<file path="config.mk">
export PLATFORM = sky130hd
export DESIGN_NAME = tdm_demultiplexer
export DESIGN_NICKNAME = d
export VERILOG_FILES = /design/src/rtl/tdm_demultiplexer.sv
export SDC_FILE = /design/constraint.sdc
export NUM_CORES = 1
export LEC_CHECK = 0
export CAP_MARGIN = 20
export CELL_PAD_IN_SITES_DETAIL_PLACEMENT = 0
export CELL_PAD_IN_SITES_GLOBAL_PLACEMENT = 1
export CORE_AREA = 4 4 99 73
export CTS_CLUSTER_DIAMETER = 80
export DETAILED_ROUTE_END_ITERATION = 7
export DIE_AREA = 0 0 103 77
export HOLD_SLACK_MARGIN = 0.15
export PLACE_DENSITY_LB_ADDON = 0.1
export SLEW_MARGIN = 20
export SYNTH_ARGS = -nofsm -noshare
export SYNTH_HDL_FRONTEND = slang
export SYNTH_SLANG_ARGS = --single-unit
</file>
<file path="constraint.sdc">
create_clock -name clk -period 2.1 [get_ports clk]
set_clock_uncertainty 0.1 [all_clocks]
set_input_delay 0.42 -clock clk [delete_from_list [all_inputs] [get_ports clk]]
set_output_delay 0.42 -clock clk [all_outputs]
set_load 0.02 [all_outputs]
</file>
<file path="src/rtl/tdm_demultiplexer.sv">
`default_nettype none
// +--------------------------------------------------------------------------+
// | tdm_demultiplexer: 1-to-4 TDM slot demultiplexer with atomic frame commit |
// | Optional parity slot when TDM_PARITY_EN is defined.  Rev 1.0              |
// +--------------------------------------------------------------------------+
module tdm_demultiplexer #(
    parameter int WIDTH = 4
) (
    input  logic                 clk,
    input  logic                 reset_n,
    input  logic                 sof,
    input  logic                 in_valid,
    input  logic [WIDTH-1:0]     din,
    output logic [4*WIDTH-1:0]   Y,
    output logic [1:0]           C,
    output logic                 frame_valid,
    output logic                 frame_err,
    output logic                 busy
);

    typedef enum logic [1:0] {
        S_IDLE = 2'd0,
        S_RECV = 2'd1,
        S_PAR  = 2'd2
    } state_t;

    state_t               r_state;
    state_t               w_state_nxt;
    logic [1:0]           r_cnt;
    logic [1:0]           w_cnt_nxt;
    logic [4*WIDTH-1:0]   r_shadow;
    logic [4*WIDTH-1:0]   w_shadow_nxt;
    logic [4*WIDTH-1:0]   w_y_nxt;
    logic [1:0]           w_c_nxt;
    logic                 w_fv_nxt;
    logic                 w_fe_nxt;
    logic                 w_busy_nxt;
    logic                 w_start;
    logic                 w_accept;

    assign w_start  = in_valid & sof;
    assign w_accept = in_valid & ~sof;

    always_ff @(posedge clk) begin
        if (!reset_n) begin
            r_state     <= S_IDLE;
            r_cnt       <= 2'd0;
            r_shadow    <= '0;
            Y           <= '0;
            C           <= 2'd0;
            frame_valid <= 1'b0;
            frame_err   <= 1'b0;
            busy        <= 1'b0;
        end else begin
            r_state     <= w_state_nxt;
            r_cnt       <= w_cnt_nxt;
            r_shadow    <= w_shadow_nxt;
            Y           <= w_y_nxt;
            C           <= w_c_nxt;
            frame_valid <= w_fv_nxt;
            frame_err   <= w_fe_nxt;
            busy        <= w_busy_nxt;
        end
    end

    always_comb begin
        w_state_nxt  = r_state;
        w_cnt_nxt    = r_cnt;
        w_shadow_nxt = r_shadow;
        w_y_nxt      = Y;
        w_fv_nxt     = 1'b0;
        w_fe_nxt     = 1'b0;

        case (r_state)
            S_IDLE: begin
                if (w_start) begin
                    w_shadow_nxt[WIDTH-1:0] = din;
                    w_cnt_nxt               = 2'd1;
                    w_state_nxt             = S_RECV;
                end
            end
            S_RECV: begin
                if (w_start) begin
                    // Resync: drop the partial frame and restart at slot 0
                    w_fe_nxt                = 1'b1;
                    w_shadow_nxt[WIDTH-1:0] = din;
                    w_cnt_nxt               = 2'd1;
                end else if (w_accept) begin
                    w_shadow_nxt[r_cnt*WIDTH +: WIDTH] = din;
                    if (r_cnt == 2'd3) begin
                        w_cnt_nxt   = 2'd0;
`ifdef TDM_PARITY_EN
                        w_state_nxt = S_PAR;
`else
                        w_y_nxt     = {din, r_shadow[3*WIDTH-1:0]};
                        w_fv_nxt    = 1'b1;
                        w_state_nxt = S_IDLE;
`endif
                    end else begin
                        w_cnt_nxt = r_cnt + 2'd1;
                    end
                end
            end
`ifdef TDM_PARITY_EN
            S_PAR: begin
                if (w_start) begin
                    w_fe_nxt                = 1'b1;
                    w_shadow_nxt[WIDTH-1:0] = din;
                    w_cnt_nxt               = 2'd1;
                    w_state_nxt             = S_RECV;
                end else if (w_accept) begin
                    if (din[0] == ^r_shadow) begin
                        w_y_nxt  = r_shadow;
                        w_fv_nxt = 1'b1;
                    end else begin
                        w_fe_nxt = 1'b1;
                    end
                    w_state_nxt = S_IDLE;
                end
            end
`endif
            default: begin
                w_state_nxt = S_IDLE;
                w_cnt_nxt   = 2'd0;
            end
        endcase

        w_c_nxt    = (w_state_nxt == S_RECV) ? w_cnt_nxt : 2'd0;
        w_busy_nxt = (w_state_nxt != S_IDLE);
    end

endmodule
`default_nettype wire

</file>
==> results.yml <==
placement:
  gp_congestion: 0.7084
  portBuffers: 28
  hpwl_mm: 2.486
power:
  powerDensity_nw_per_um2: 757.5
  power_leakage_nw: 0.8893
  vdd_ir_drop_max_uv: 285.7
sta:
  finalSetupViolations: 0
  rsz0062_at_grt: "no"
  finalCritPeriodShare: 0.8405
  slew_viol_final: 0
  fmax_mhz: 566.6
  fin_tns_setup_ps: 0
  hold_viol: 0
  final.min_clock_period_ps: 1765
yosys:
  synth-compound-area-share: 0.05324
  synthXorXnorAreaFrac: 0
  synth_edf_count: 0
  synthMuxAreaShare: 0.1572
  yosys.area.top_type: "dfxtp_1"
  async_flop_share: 0
  synth_top_area_frac: 0.4848
  synth_top_family_by_area: "simple AND/OR/NAND/NOR gates"
  synthTopCellsByArea: "dfxtp_1 48%, mux2i_1 16%, nand2_1 8.8%, ha_1 4.1%, nand3_1 2.9%"
  synth_area_sq_um: 1528
  yosys.area_share.simple: 0.2277
  syn-num-nets: 168
  ys_types: 33
  synth-main-ff-cell: "dfxtp_1"
  synth-seq-cells: 37
  netlist_instances: 155
  ys_top_cells_by_count: "37 x dfxtp_1, 36 x nand2_1, 24 x mux2i_1"
  seq_area_frac_synth: 0.4848
  avgSynthCellArea_sq_um: 9.856
  synth_warnings: 0
  synthAdderAreaFrac: 0.04095
  yosysMostFrequentCell: "dfxtp_1"
global_route:
  grt_overflow_total: 0
  grt_pass1_vias: 1167
  grt_max_degree: 25
  grt_pass1_wl_mm: 5.727
  antenna_found_initial: 0
  grt.total_usage: 0.09231
detailed_routing:
  first_pass_iters: 4
  wl_mm: 3.374
  drt_iter0_drc: 19
  drc: 0
  detail-route-antenna-nets: 0
  via_count: 1143
  vias_per_cell: 4.313
  wl_per_cell_microns: 12.73
setup_path:
  slowest_stage: "clkdlybuf4s50_1"
  cp-end-kind: "primary output"
  critical_path_class: "reg2out"
  cp_top_family: "buffers and inverters"
  critPathBufInv: 1
  start_kind: "flip-flop"
  crit_fanout: 2
  r2r-start: "r_cnt[1]"
  path_cells: "clkdlybuf4s50_1"
  critPathMaxStageDelay_ps: 610
  cp.required_ps: 1580
  critPathLaunch: "Y[7]"
  crit_arrival_ps: 1250
die:
  start_util: 0.2470
  io_pins: 29
  rows: 24
  die-area_sq_um: 7931
  core_sq_um: 6186
  die-height_microns: 77
  die-width_microns: 103
min_path:
  min_path_type: "reg2reg"
  min-delay-start: "Y[11]"
clocking:
  clockBufferDepth: 2
  path_clk_slew_ps: 80
  post_cts_buffers: 0
  cts-root-buf: "clkbuf_8"
  cts_num_sinks: 37
  post_cts_resize_count: 0
  cts_max_level: 2
  cts_made_buffers: 5
  cts_tree: "yes"
  worst_skew_pair.late_latency_ps: 290
  holdBufCountCts: 0
layout:
  drive_gt1_frac: 0.09091
  final_util: 0.3281
  n_antenna_cell: 0
  nNetsFinal: 199
  syn_to_final_growth_pct: 32.84
job:
  max_cap_violations: 0
run_status:
  outcome: "completed"
final timing paths:
check / depth (start not counted) / slack [ps] / endpoint
min: 2 / 360 / Y[11]
min reg2reg: 2 / 360 / Y[11]
max reg2reg: 5 / 420 / r_shadow[3]
max: 1 / 330 / Y[7]
cells by family (layout without fill, tap and decap cells):
family	after synthesis	count (layout)
buffers and inverters	10	42
AO/OA/AOI/OAI	12	12
other	1	1
flip-flops	37	37
adder cells (fa/ha/maj)	5	5
multiplexers	24	24
AND/OR/NAND/NOR	66	66
through the flow:
step | hold slack (ps) | power (mW) | std cells | area, sq um | worst slack, ps
floorplan | 342.5 | 0.7687 | 155 | 1528 | 515.3
global placement | 347.0 | 0.8033 | 257 | 1892 | 172.4
detailed placement | 353.4 | 0.8031 | 257 | 1892 | 127.6
CTS | 366.3 | 1.559 | 265 | 2029 | 311.1
global route | 386.6 | 1.608 | 265 | 2029 | 255.3
finish | 360.9 | 1.537 | 265 | 2029 | 334.9
area by class of cell:
| type | instances | area [sq um] |
|---|---|---|
| Tap cell | 78 | 97.59 |
| Clock buffer | 5 | 68.82 |
| Timing Repair Buffer | 32 | 310.3 |
| Multi-Input combinational cell | 108 | 735.7 |
| Clock inverter | 3 | 68.82 |
| Sequential cell | 37 | 740.7 |
| Fill cell | 649 | 4156 |
| Inverter | 2 | 7.507 |
placed cells by master, fill, tap and decap left out, drive strengths merged, types with 3 or more instances in the layout:
master	instances
buf	4
clkbuf	5
clkdlybuf4s50	28
dfxtp	37
ha	5
inv	3
mux2i	24
nand2	37
nand3	9
nand4	4
o22ai	4
registers in the layout (all words and copies together), names as in the netlist:
signal	count
frame_valid	1
r_shadow	12
busy	1
r_cnt	2
Y	16
r_state	2
C	2
frame_err	1
power by group:
group,internal [mW],leakage (nW),total (mW),switching [mW]
logic,0.0319,0.522,0.0736,0.0416
clock network,0.478,0.0687,0.752,0.274
registers,0.708,0.299,0.712,0.00430
total,1.22,0.889,1.54,0.320
routing by layer:
layer / global-route usage / share of wire / up-vias
met5: 0 / 0 / -
met4: 0.03234 / 0.013 / 0
met3: 0.03445 / 0.045 / 6
met2: 0.1300 / 0.44 / 16
met1: 0.1279 / 0.50 / 527
li1: - / - / 594
(Power assumes the default switching activity.)
